**config.mk**
```make
export PLATFORM = sky130hd
export DESIGN_NAME = id_ex_control
export DESIGN_NICKNAME = d
export VERILOG_FILES = /design/src/rtl/id_ex_control_pkg.sv /design/src/rtl/id_ex_control_main_decoder.sv /design/src/rtl/id_ex_control.sv
export SDC_FILE = /design/constraint.sdc
export NUM_CORES = 1
export LEC_CHECK = 0
export ABC_AREA = 0
export BUFFER_PORTS_ARGS = -buffer_cell sky130_fd_sc_hd__buf_2
export CAP_MARGIN = 20
export CELL_PAD_IN_SITES_DETAIL_PLACEMENT = 1
export CELL_PAD_IN_SITES_GLOBAL_PLACEMENT = 2
export CORE_ASPECT_RATIO = 1.1
export CORE_MARGIN = 8
export CORE_UTILIZATION = 29
export CTS_CLUSTER_DIAMETER = 100
export CTS_CLUSTER_SIZE = 8
export DETAILED_ROUTE_END_ITERATION = 10
export GPL_ROUTABILITY_DRIVEN = 0
export PLACE_DENSITY = 0.82
export RECOVER_POWER = 25
export SETUP_SLACK_MARGIN = 0.1
export SYNTH_ARGS = -nofsm -noshare
export SYNTH_HDL_FRONTEND = slang
export SYNTH_SLANG_ARGS = --single-unit
```
**constraint.sdc**
```tcl
create_clock -name clk -period 2.6 [get_ports clk]
set_clock_uncertainty 0.15 [all_clocks]
set_input_delay 0.13 -clock clk [delete_from_list [all_inputs] [get_ports clk]]
set_output_delay 0.13 -clock clk [all_outputs]
set_load 0.03 [all_outputs]
```
**src/rtl/id_ex_control_pkg.sv**
```systemverilog
// rtl/id_ex_control_pkg.sv - opcodes, ALUOp codes and control bundle for the ID/EX stage
package id_ex_control_pkg;

    localparam logic [5:0] OP_RTYPE = 6'b000000;
    localparam logic [5:0] OP_LW    = 6'b100011;
    localparam logic [5:0] OP_SW    = 6'b101011;
    localparam logic [5:0] OP_BEQ   = 6'b000100;
    localparam logic [5:0] OP_BNE   = 6'b000101;
    localparam logic [5:0] OP_ADDI  = 6'b001000;
    localparam logic [5:0] OP_ANDI  = 6'b001100;
    localparam logic [5:0] OP_J     = 6'b000010;

    // Shared with the EX-stage ALU control decoder.
    localparam logic [1:0] ALUOP_ADD   = 2'b00;
    localparam logic [1:0] ALUOP_SUB   = 2'b01;
    localparam logic [1:0] ALUOP_FUNCT = 2'b10;
    localparam logic [1:0] ALUOP_AND   = 2'b11;

    typedef struct packed {
        logic       reg_dst;
        logic       alu_src;
        logic       mem_to_reg;
        logic       reg_write;
        logic       mem_read;
        logic       mem_write;
        logic       branch;
        logic       branch_ne;
        logic       jump;
        logic [1:0] alu_op;
    } ctrl_t;

    localparam ctrl_t CTRL_NOP = '0;

endpackage

```
**src/rtl/id_ex_control_main_decoder.sv**
```systemverilog
// rtl/id_ex_control_main_decoder.sv - combinational opcode to control decode
module main_decoder
    import id_ex_control_pkg::*;
(
    input  logic [5:0] opcode,
    output ctrl_t      ctrl,
    output logic       decode_illegal
);

    always_comb begin
        ctrl           = CTRL_NOP;
        decode_illegal = 1'b0;
        case (opcode)
            OP_RTYPE: begin
                ctrl.reg_dst   = 1'b1;
                ctrl.reg_write = 1'b1;
                ctrl.alu_op    = ALUOP_FUNCT;
            end
            OP_LW: begin
                ctrl.alu_src    = 1'b1;
                ctrl.mem_to_reg = 1'b1;
                ctrl.reg_write  = 1'b1;
                ctrl.mem_read   = 1'b1;
                ctrl.alu_op     = ALUOP_ADD;
            end
            OP_SW: begin
                ctrl.alu_src   = 1'b1;
                ctrl.mem_write = 1'b1;
                ctrl.alu_op    = ALUOP_ADD;
            end
            OP_BEQ: begin
                ctrl.branch = 1'b1;
                ctrl.alu_op = ALUOP_SUB;
            end
            OP_BNE: begin
                ctrl.branch    = 1'b1;
                ctrl.branch_ne = 1'b1;
                ctrl.alu_op    = ALUOP_SUB;
            end
            OP_ADDI: begin
                ctrl.alu_src   = 1'b1;
                ctrl.reg_write = 1'b1;
                ctrl.alu_op    = ALUOP_ADD;
            end
            OP_ANDI: begin
                ctrl.alu_src   = 1'b1;
                ctrl.reg_write = 1'b1;
                ctrl.alu_op    = ALUOP_AND;
            end
            OP_J: begin
                ctrl.jump = 1'b1;
            end
            default: begin
                decode_illegal = 1'b1;
            end
        endcase
    end

endmodule

```
**src/rtl/id_ex_control.sv**
```systemverilog
// rtl/id_ex_control.sv - main control decode and ID/EX control pipeline register
module id_ex_control
    import id_ex_control_pkg::*;
#(
    parameter int CNT_W = 8
) (
    input  logic             clk,
    input  logic             rst_n,
    input  logic [31:0]      id_instr,
    input  logic             id_valid,
    input  logic             stall,
    input  logic             flush,
    input  logic             hold,
    input  logic             clr_illegal,
    output logic             ex_reg_dst,
    output logic             ex_alu_src,
    output logic             ex_mem_to_reg,
    output logic             ex_reg_write,
    output logic             ex_mem_read,
    output logic             ex_mem_write,
    output logic             ex_branch,
    output logic             ex_branch_ne,
    output logic             ex_jump,
    output logic [1:0]       ex_alu_op,
    output logic [5:0]       ex_funct,
    output logic [4:0]       ex_rt,
    output logic [4:0]       ex_rd,
    output logic             ex_valid,
    output logic             illegal_op,
    output logic [CNT_W-1:0] bubble_cnt
);

    ctrl_t dec_ctrl;
    logic  decode_illegal;
    ctrl_t ex_ctrl;
    logic  load;
    logic  unused_rs;

    // rs is forwarded by the register file path, not through this register.
    assign unused_rs = ^id_instr[25:21];

    main_decoder u_main_decoder (
        .opcode         (id_instr[31:26]),
        .ctrl           (dec_ctrl),
        .decode_illegal (decode_illegal)
    );

    assign load = !flush && !hold && !stall;

    always_ff @(posedge clk or negedge rst_n) begin
        if (!rst_n) begin
            ex_ctrl  <= CTRL_NOP;
            ex_valid <= 1'b0;
            ex_funct <= '0;
            ex_rt    <= '0;
            ex_rd    <= '0;
        end else if (flush) begin
            ex_ctrl  <= CTRL_NOP;
            ex_valid <= 1'b0;
        end else if (hold) begin
            ex_ctrl  <= ex_ctrl;
        end else if (stall) begin
            ex_ctrl  <= CTRL_NOP;
            ex_valid <= 1'b0;
        end else begin
            // Illegal or empty slots still advance, but carry no side effects.
            ex_ctrl  <= (id_valid && !decode_illegal) ? dec_ctrl : CTRL_NOP;
            ex_valid <= id_valid;
            ex_funct <= id_instr[5:0];
            ex_rt    <= id_instr[20:16];
            ex_rd    <= id_instr[15:11];
        end
    end

    always_ff @(posedge clk or negedge rst_n) begin
        if (!rst_n) begin
            illegal_op <= 1'b0;
        end else if (load && id_valid && decode_illegal) begin
            illegal_op <= 1'b1;
        end else if (clr_illegal) begin
            illegal_op <= 1'b0;
        end
    end

    always_ff @(posedge clk or negedge rst_n) begin
        if (!rst_n) begin
            bubble_cnt <= '0;
        end else if (!flush && !hold && stall && (bubble_cnt != {CNT_W{1'b1}})) begin
            bubble_cnt <= bubble_cnt + 1'b1;
        end
    end

    assign ex_reg_dst    = ex_ctrl.reg_dst;
    assign ex_alu_src    = ex_ctrl.alu_src;
    assign ex_mem_to_reg = ex_ctrl.mem_to_reg;
    assign ex_reg_write  = ex_ctrl.reg_write;
    assign ex_mem_read   = ex_ctrl.mem_read;
    assign ex_mem_write  = ex_ctrl.mem_write;
    assign ex_branch     = ex_ctrl.branch;
    assign ex_branch_ne  = ex_ctrl.branch_ne;
    assign ex_jump       = ex_ctrl.jump;
    assign ex_alu_op     = ex_ctrl.alu_op;

endmodule
```
==> results.json, run 1 <==
{
  "status": "complete, no violations",
  "port_buffers": 65,
  "synth.yosys.seq_area_share_pct": 57.8,
  "drt_first_pass_iters": 4,
  "cts_setup_buffers": 0,
  "layout.cells.most_common_list": "42 x buf_2, 36 x dfrtp_1, 24 x clkbuf_1",
  "antenna_found_initial": 0,
  "cts_tree": "done",
  "clock_pin_slew_of_the_registers_on_the_worst_case_setup_and_hold_paths_ns": 0.07,
  "hold-path-cell-count": 4,
  "count_of_cell_types_in_the_netlist": 31,
  "most_common_library_cell_in_the_layout_ignoring_fill_and_taps": "buf_2",
  "die_h_microns": 92.9,
  "setup.worst_path.class": "reg -> reg",
  "peak_usage_layer_in_the_global_routing_report": "met2",
  "setup-tns-final_ns": 0,
  "r2r_cells": 4,
  "yosys-top-cells-area": "dfrtp_1 58%, mux2_2 14%, o21ai_0 3.2%",
  "final_critical_path_setup_slack_ns": 0.846,
  "global_route.usage.met3_pct": 2.75,
  "dp_cells": 263,
  "p_per_area_mw_per_mm2": 742,
  "timing.final.hold_violations": 0,
  "top_register_by_number_of_flip_flops": "bubble_cnt",
  "route.final.wire_length_microns": 4670,
  "static_power_due_to_leakage_uw": 0.00102,
  "yosysTopAreaCell": "dfrtp_1",
  "insertedDiodeCount": 0,
  "maximum_ir_drop_on_the_vdd_rail_mv": 0.488,
  "grt_pass1_wl_microns": 7640,
  "largestRegisters": "bubble_cnt x8, ex_funct x6",
  "clock_sinks": 36,
  "synth.yosys.warnings": 0,
  "num_vias": 1333,
  "reg_power_share_pct": 43.2,
  "timing.critical_path.fanout_max": 4,
  "avgSynthCellArea_sq_um": 12.5,
  "critical_path.reg2reg.endpoint": "bubble_cnt[1]",
  "comb_power_share_pct": 27.9,
  "core_area_sq_mm": 0.00529,
  "unrepaired_setup_endpoints_after_global_routing": "false",
  "largest_register_ff_count": 8,
  "holdCritPathClass": "in -> reg",
  "fp-row-count": 28,
  "grt_pass1_vias": 1492,
  "report.final.setup_viol": 0,
  "io_pins": 76,
  "synth_seq_cells": 36,
  "instances_no_fill": 291,
  "maxSlewViolCount": 0,
  "power_report.internal_total_uw": 1090,
  "grt_overflow_total": 0,
  "power_switching_uw": 572,
  "endpoint": "bubble_cnt[1]",
  "die_w_microns": 85.9,
  "setup.worst_path.start": "bubble_cnt[0]",
  "setup.worst_path.end_class": "register",
  "num-nets-final": 255,
  "via_per_inst": 4.58,
  "fraction_of_met2_tracks_used_by_global_routing_pct": 21.3,
  "p_total_uw": 1660,
  "routedWlPerCell_microns": 16.0,
  "die_area_sq_mm": 0.00798,
  "grt.met1_usage_pct": 13.4,
  "synthesized_cell_area_sq_mm": 0.00156,
  "critical_path_arrival_ns": 1.77,
  "critical_path_required_ns": 2.62,
  "detail_route.drc_violations": 0,
  "synthesis.nets": 165,
  "hold-worst-slack_ns": 0.0326,
  "worst-slew-pin-transition_ns": 0.842,
  "clkLatencyLatePin_ns": 0.28,
  "r2r-start": "bubble_cnt[0]",
  "switching_share_pct": 34.4,
  "syn-instance-count": 125,
  "fmaxAchievable_mhz": 570,
  "preCtsSetupSlack_ns": 0.865,
  "layout_worst_path_cycle_share_pct": 67.5,
  "clockPowerShare_pct": 28.9,
  "filler_cell_count": 620,
  "cts.root.buffer_cell": "clkbuf_8",
  "timing.critical_path.from_type": "register",
  "drt_iter0_markers": 103,
  "pin_count_of_the_biggest_net_entering_global_routing": 37,
  "period_minus_slack_ns": 1.75,
  "cts_buffers": 5,
  "initial_utilization_pct": 29.4,
  "post_route_cells_drive_above_1_share_pct": 34.3,
  "cts-root-to-sink-buffers": 2,
  "detailed_placement_hpwl_microns": 3320,
  "slew_margin_rel_pct": 43.8,
  "rrSetupSlack_ns": 0.85,
  "synth_top_cell_area_share_pct": 57.8,
  "timing.max_cap.violations": 0,
  "all_layer_gr_usage_pct": 12.2,
  "area_growth_pct": 43.9,
  "depth_of_the_cts_h_tree": 2,
  "ant_nets": 0
}
-- worst min path at each step --
stage                      start       endpoint  slack [ns]
floorplan                  rst_n  bubble_cnt[0]       -0.32
global placement           rst_n       ex_rd[1]        0.13
detailed placement         rst_n       ex_rd[1]        0.13
CTS                 id_instr[29]   ex_mem_write        0.02
global route        id_instr[26]   ex_branch_ne        0.04
finish              id_instr[30]   ex_alu_op[0]        0.03
-- power groups by stage --
stage / combinational [uW] / sequential [uW] / clock (uW)
floorplan: 118 / 888 / 0
detailed placement: 460 / 725 / 0
global route: 500 / 734 / 522
global placement: 448 / 722 / 0
CTS: 485 / 716 / 503
finish: 463 / 718 / 480
-- synth_stat cells (all sizes together) --
master	number
nand2	11
a22oi	1
a211oi	1
and3	2
a21oi	3
a32o	4
dfrtp	36
or2	1
o31ai	1
clkbuf	1
mux2i	1
nand3	3
nor3	3
ha	1
xnor2	2
o21ai	10
nor3b	2
nor2b	2
nor4	1
nor2	5
inv	6
nand4	3
nand2b	1
mux2	19
a22o	3
buf	2
-- kinds of logic after synthesis --
logic type | share of synthesized area, %
xor+xnor | 1.12
fa+ha+maj | 0.803
simple gates | 13.1
buf+inv | 2.89
mux | 14.4
flops | 57.8
compound gates | 9.88
-- metrics by stage --
step,util [%],cell area [sq um]
after floorplan,-,1560
after global placement,37.1,1960
after detailed placement,37.1,1960
after CTS,42.9,2270
after global routing,42.4,2240
final,42.4,2240
-- repair_timing --
action                    CTS  global route
hold endpoints to repair   54             0
gates resized for setup     0             0
hold buffers               20             0
-- per-layer routing --
metal  part of all wire, %  up-vias
met5                     0        -
met4                   2.5        0
met3                   5.0        9
met2                    52       37
met1                    40      659
li1                      -      628
-- worst max-delay path, cell delays in order, from the launching register on --
cell     delay (ns)
dfrtp_1        0.41
ha_1           0.22
nand3_1        0.14
o21ai_0        0.35
mux2_2         0.38
-- layout make-up --
type                            instances  area [sq um]  area share [%]
Timing Repair Buffer                   86           504            22.5
Clock inverter                          2          35.0            1.56
Sequential cell                        36           901            40.2
Inverter                                6          22.5            1.01
Tap cell                               75          93.8            4.19
Clock buffer                            6          72.6            3.24
Multi-Input combinational cell         80           612            27.3
No activity file was read; power rests on OpenSTA's default activity.
==> inputs of run 2 (changes only) <==
--- a/config.mk
+++ b/config.mk
@@ -12,12 +12,12 @@
 export CELL_PAD_IN_SITES_GLOBAL_PLACEMENT = 2
 export CORE_ASPECT_RATIO = 1.1
 export CORE_MARGIN = 8
-export CORE_UTILIZATION = 29
+export CORE_UTILIZATION = 25
 export CTS_CLUSTER_DIAMETER = 100
 export CTS_CLUSTER_SIZE = 8
 export DETAILED_ROUTE_END_ITERATION = 10
 export GPL_ROUTABILITY_DRIVEN = 0
-export PLACE_DENSITY = 0.82
+export PLACE_DENSITY = 0.76
 export RECOVER_POWER = 25
 export SETUP_SLACK_MARGIN = 0.1
 export SYNTH_ARGS = -nofsm -noshare
==> constraint.sdc (replaced) <==
create_clock -name clk -period 1.4 [get_ports clk]
set_clock_uncertainty 0.15 [all_clocks]
set_input_delay 0.07 -clock clk [delete_from_list [all_inputs] [get_ports clk]]
set_output_delay 0.07 -clock clk [all_outputs]
set_load 0.03 [all_outputs]
==> results.json, run 2 (synthesis gave the netlist of run 1 again) <==
{
  "status": "complete, but fails checks",
  "failing_checks": "negative setup slack",
  "drt_iter0_markers": 20,
  "core_area_sq_mm": 0.00612,
  "layout.cells.most_common_list": "63 x buf_2, 29 x dfrtp_1, 21 x dlygate4sd3_1",
  "setup-tns-final_ns": -0.00446,
  "post-route-cell-area_sq_mm": 0.00247,
  "via_per_inst": 4.47,
  "p_per_area_mw_per_mm2": 1260,
  "detail_route.drc_violations": 0,
  "layout_worst_path_cycle_share_pct": 100,
  "area_growth_pct": 58.6,
  "die_h_microns": 98.8,
  "unrepaired_setup_endpoints_after_global_routing": "true",
  "route.final.wire_length_microns": 4790,
  "p_total_uw": 3100,
  "timing.final.hold_violations": 0,
  "critical_path_arrival_ns": 1.42,
  "antenna_found_initial": 0,
  "pin_count_of_the_biggest_net_entering_global_routing": 19,
  "filler_cell_count": 713,
  "largestRegisters": "bubble_cnt x8, ex_funct x6",
  "timing.critical_path.from_type": "register",
  "holdCritPathClass": "in -> reg",
  "maximum_ir_drop_on_the_vdd_rail_mv": 0.656,
  "place_area_sq_mm": 0.00215,
  "num_vias": 1403,
  "clock_pin_slew_of_the_registers_on_the_worst_case_setup_and_hold_paths_ns": 0.07,
  "static_power_due_to_leakage_uw": 0.00118,
  "cts_tree": "done",
  "top_register_by_number_of_flip_flops": "bubble_cnt",
  "die_w_microns": 91.3,
  "period_minus_slack_ns": 1.40,
  "clock_sinks": 36,
  "timing.max_cap.violations": 0,
  "cts-root-to-sink-buffers": 2,
  "setup.worst_path.end_class": "register",
  "maxSlewViolCount": 0,
  "routedWlPerCell_microns": 15.2,
  "hold-worst-slack_ns": 0.0207,
  "fp-row-count": 30,
  "detailed_placement_hpwl_microns": 3590,
  "worst-slew-pin-transition_ns": 0.488,
  "largest_register_ff_count": 8,
  "depth_of_the_cts_h_tree": 2,
  "num-nets-final": 274,
  "preCtsSetupSlack_ns": -0.0236,
  "cts_buffers": 5,
  "insertedDiodeCount": 0,
  "fmaxAchievable_mhz": 713,
  "drt_first_pass_iters": 2,
  "ant_nets": 0,
  "timing.critical_path.fanout_max": 4,
  "initial_utilization_pct": 25.5,
  "clkLatencyLatePin_ns": 0.28,
  "cts.root.buffer_cell": "clkbuf_8",
  "grt_pass1_wl_microns": 8190,
  "post_route_cells_drive_above_1_share_pct": 53.0,
  "final_critical_path_setup_slack_ns": -0.00275,
  "io_pins": 76,
  "all_layer_gr_usage_pct": 11.1,
  "most_common_library_cell_in_the_layout_ignoring_fill_and_taps": "buf_2",
  "port_buffers": 65,
  "setup.worst_path.class": "reg -> reg",
  "report.final.setup_viol": 2,
  "slew_margin_rel_pct": 67.5,
  "grt_overflow_total": 0,
  "grt_pass1_vias": 1626,
  "critical_path_required_ns": 1.42,
  "die_area_sq_mm": 0.00902
}
[run 2: changes by cell type in the layout (fill, tap and decap cells not counted), sizes merged]
cell / change
buf: +37
clkbuf: -19
bufinv: -1
dlygate4sd3: +1
[run 2: worst max-delay path: stages (launching register included)]
cell     delay [ns]
dfrtp_2        0.41
ha_4           0.17
nand3_4        0.09
o21ai_4        0.16
mux2_4         0.31
[run 2: stage by stage]
step | cells | utilization, %
6_report | 314 | 40.4
5_1_grt | 314 | 40.4
4_1_cts | 312 | 40.1
3_5_place_dp | 284 | 35.2
3_3_place_gp | 284 | 35.2
2_1_floorplan | 125 | -
[run 2: per-layer routing]
| metal | wire length [microns] | up-vias | global-route usage, % |
|---|---|---|---|
| met1 | 2020 | 694 | 12.9 |
| met4 | 34 | 0 | 2.27 |
| met2 | 2410 | 42 | 19.0 |
| met5 | 0 | - | 0 |
| li1 | - | 664 | - |
| met3 | 319 | 3 | 4.18 |
[run 2: cell type report]
cell class | count | area (sq um) | area share, %
clock buffers | 6 | 72.6 | 2.94
multi-input cells | 80 | 674 | 27.3
clock inverters | 1 | 5.00 | 0.203
flip-flops and latches | 36 | 910 | 36.8
inverters | 6 | 22.5 | 0.912
well taps | 80 | 100 | 4.05
repair buffers | 105 | 686 | 27.8
[run 2: final timing paths]
kind | start | to | slack (ns) | cells past startpoint
max in group asynchronous | rst_n | bubble_cnt[5] | 0.31 | 3
setup reg to reg | bubble_cnt[1] | bubble_cnt[1] | -0.003 | 4
hold / removal | id_instr[27] | ex_alu_op[0] | 0.02 | 4
setup / recovery | bubble_cnt[1] | bubble_cnt[1] | -0.003 | 4
min in group asynchronous | rst_n | ex_branch_ne | 0.12 | 2
hold reg to reg | ex_alu_op[0] | ex_alu_op[0] | 0.33 | 2
[run 2: what timing repair did]
item / 4_1_cts / 5_1_grt
gates resized for setup: 2 / 3
hold buffers: 21 / 0
pin swaps: 2 / 3
endpoints found under the setup margin: 6 / 8
buffers inserted: 0 / 2
gates cloned: 0 / 0
hold endpoints to repair: 56 / 0
[run 2: report_power, final]
group	internal, uW	total, uW	switching [uW]	leakage [uW]
Sequential	1210	1340	132	0.000441
Clock	338	682	344	0.0000410
Combinational	450	1080	626	0.000700
==> inputs of run 3 (changes only) <==
--- a/config.mk
+++ b/config.mk
@@ -17,6 +17,7 @@
 export CTS_CLUSTER_SIZE = 8
 export DETAILED_ROUTE_END_ITERATION = 10
 export GPL_ROUTABILITY_DRIVEN = 0
+export GPL_TIMING_DRIVEN = 0
 export PLACE_DENSITY = 0.76
 export RECOVER_POWER = 25
 export SETUP_SLACK_MARGIN = 0.1
==> results.json, run 3 (synthesis gave the netlist of run 1 again) <==
{
  "maximum_ir_drop_on_the_vdd_rail_mv": 0.876,
  "period_minus_slack_ns": 1.45,
  "depth_of_the_cts_h_tree": 2,
  "layout_worst_path_cycle_share_pct": 104,
  "slew_margin_rel_pct": 36.8,
  "cts-root-to-sink-buffers": 2,
  "insertedDiodeCount": 0,
  "most_common_library_cell_in_the_layout_ignoring_fill_and_taps": "buf_2",
  "path_cells": "nand4_1 > o21ai_4 > mux2_4",
  "report.final.setup_viol": 4,
  "timing.max_cap.violations": 0,
  "routedWlPerCell_microns": 15.4,
  "dp_cells": 270,
  "area_growth_pct": 62.7,
  "via_per_inst": 4.42,
  "instances_no_fill": 313,
  "die_area_sq_mm": 0.00902,
  "timing.critical_path.from_type": "register",
  "unrepaired_setup_endpoints_after_global_routing": "true",
  "detailed_placement_hpwl_microns": 3350,
  "largest_register_ff_count": 8,
  "timing.final.hold_violations": 0,
  "setup.worst_path.class": "reg -> reg",
  "timing.critical_path.fanout_max": 5,
  "setup-tns-final_ns": -0.116,
  "pin_count_of_the_biggest_net_entering_global_routing": 37,
  "die_h_microns": 98.8,
  "drt_first_pass_iters": 3,
  "io_pins": 76,
  "preCtsSetupSlack_ns": -0.302,
  "final_critical_path_setup_slack_ns": -0.0497,
  "grt_overflow_total": 0,
  "cts.root.buffer_cell": "clkbuf_8",
  "grt_pass1_wl_microns": 7960,
  "clock_sinks": 36,
  "hold-worst-slack_ns": 0.0192,
  "fin_util_pct": 41.4,
  "fp-row-count": 30,
  "critical-path-top-delay-family": "flip-flops",
  "critical_path_arrival_ns": 1.47,
  "all_layer_gr_usage_pct": 10.9,
  "static_power_due_to_leakage_uw": 0.00121,
  "ant_nets": 0,
  "clock_pin_slew_of_the_registers_on_the_worst_case_setup_and_hold_paths_ns": 0.08,
  "drt_iter0_markers": 5,
  "critical_path_required_ns": 1.42,
  "layout.cells.most_common_list": "63 x buf_2, 29 x dfrtp_1, 22 x dlygate4sd3_1",
  "largestRegisters": "bubble_cnt x8, ex_funct x6",
  "port_buffers": 65,
  "holdCritPathClass": "in -> reg",
  "cp.buffers_inverters": 0,
  "antenna_found_initial": 0,
  "slowest_stage": "dfrtp_2",
  "grt_pass1_vias": 1573,
  "die_w_microns": 91.3,
  "clkLatencyLatePin_ns": 0.28,
  "num-nets-final": 272,
  "maxSlewViolCount": 0,
  "top_register_by_number_of_flip_flops": "bubble_cnt",
  "status": "complete, but fails checks",
  "detail_route.drc_violations": 0,
  "post_route_cells_drive_above_1_share_pct": 54.1,
  "setup.worst_path.end_class": "register",
  "filler_cell_count": 690,
  "failing_checks": "negative setup slack",
  "worst-slew-pin-transition_ns": 0.948,
  "p_per_area_mw_per_mm2": 1490,
  "fmaxAchievable_mhz": 690,
  "worst_path_largest_cell_delay_ns": 0.40,
  "initial_utilization_pct": 25.5,
  "num_vias": 1383,
  "cts_buffers": 5,
  "route.final.wire_length_microns": 4820,
  "core_area_sq_mm": 0.00612,
  "cts_tree": "done"
}
run 3: where the power goes:
group	switching [uW]	total [uW]	internal, uW	leakage [uW]
registers	120	1330	1210	0.000441
logic	653	1160	506	0.000687
clock network	386	1280	891	0.0000784
run 3: metrics by stage:
stage	instance area [sq um]	total power (uW)
global route	2530	3970
finish	2530	3770
detailed placement	2040	2310
floorplan	1610	1970
CTS	2470	3730
global placement	2040	2280
run 3: final timing paths:
kind	startpoint	endpoint	slack [ns]	cells past startpoint
setup / recovery	bubble_cnt[5]	bubble_cnt[1]	-0.05	3
hold / removal	id_instr[28]	ex_alu_op[1]	0.02	4
setup reg to reg	bubble_cnt[5]	bubble_cnt[1]	-0.05	3
hold reg to reg	ex_mem_write	ex_mem_write	0.33	2
max in group asynchronous	rst_n	bubble_cnt[4]	0.14	2
min in group asynchronous	rst_n	ex_branch_ne	0.31	2
run 3: layout make-up:
class	instances	area [sq um]	area share, %
Sequential cell	36	910	35.9
Multi-Input combinational cell	80	671	26.5
Timing Repair Buffer	100	649	25.6
Tap cell	80	100	3.95
Clock inverter	3	90.1	3.56
Clock buffer	5	68.8	2.72
Buffer	3	22.5	0.889
Inverter	6	22.5	0.889
run 3: worst min-delay path, stage by stage:
cell      delay, ns
buf_2          0.11
nand2b_1       0.10
nand3_1        0.07
o21ai_0        0.07
run 3: what timing repair did:
action	4_1_cts	5_1_grt
buffers inserted	7	6
endpoints found under the hold margin	58	0
hold buffers	22	0
endpoints found under the setup margin	16	17
pin swaps	5	4
resized for setup	1	6
run 3: per-layer routing:
layer,vias to the layer above,routed length (microns),global-route usage (%)
li1,659,-,-
met1,676,2070,12.9
met2,42,2390,18.1
met3,6,306,4.03
met4,0,46,3.03
met5,-,0,0
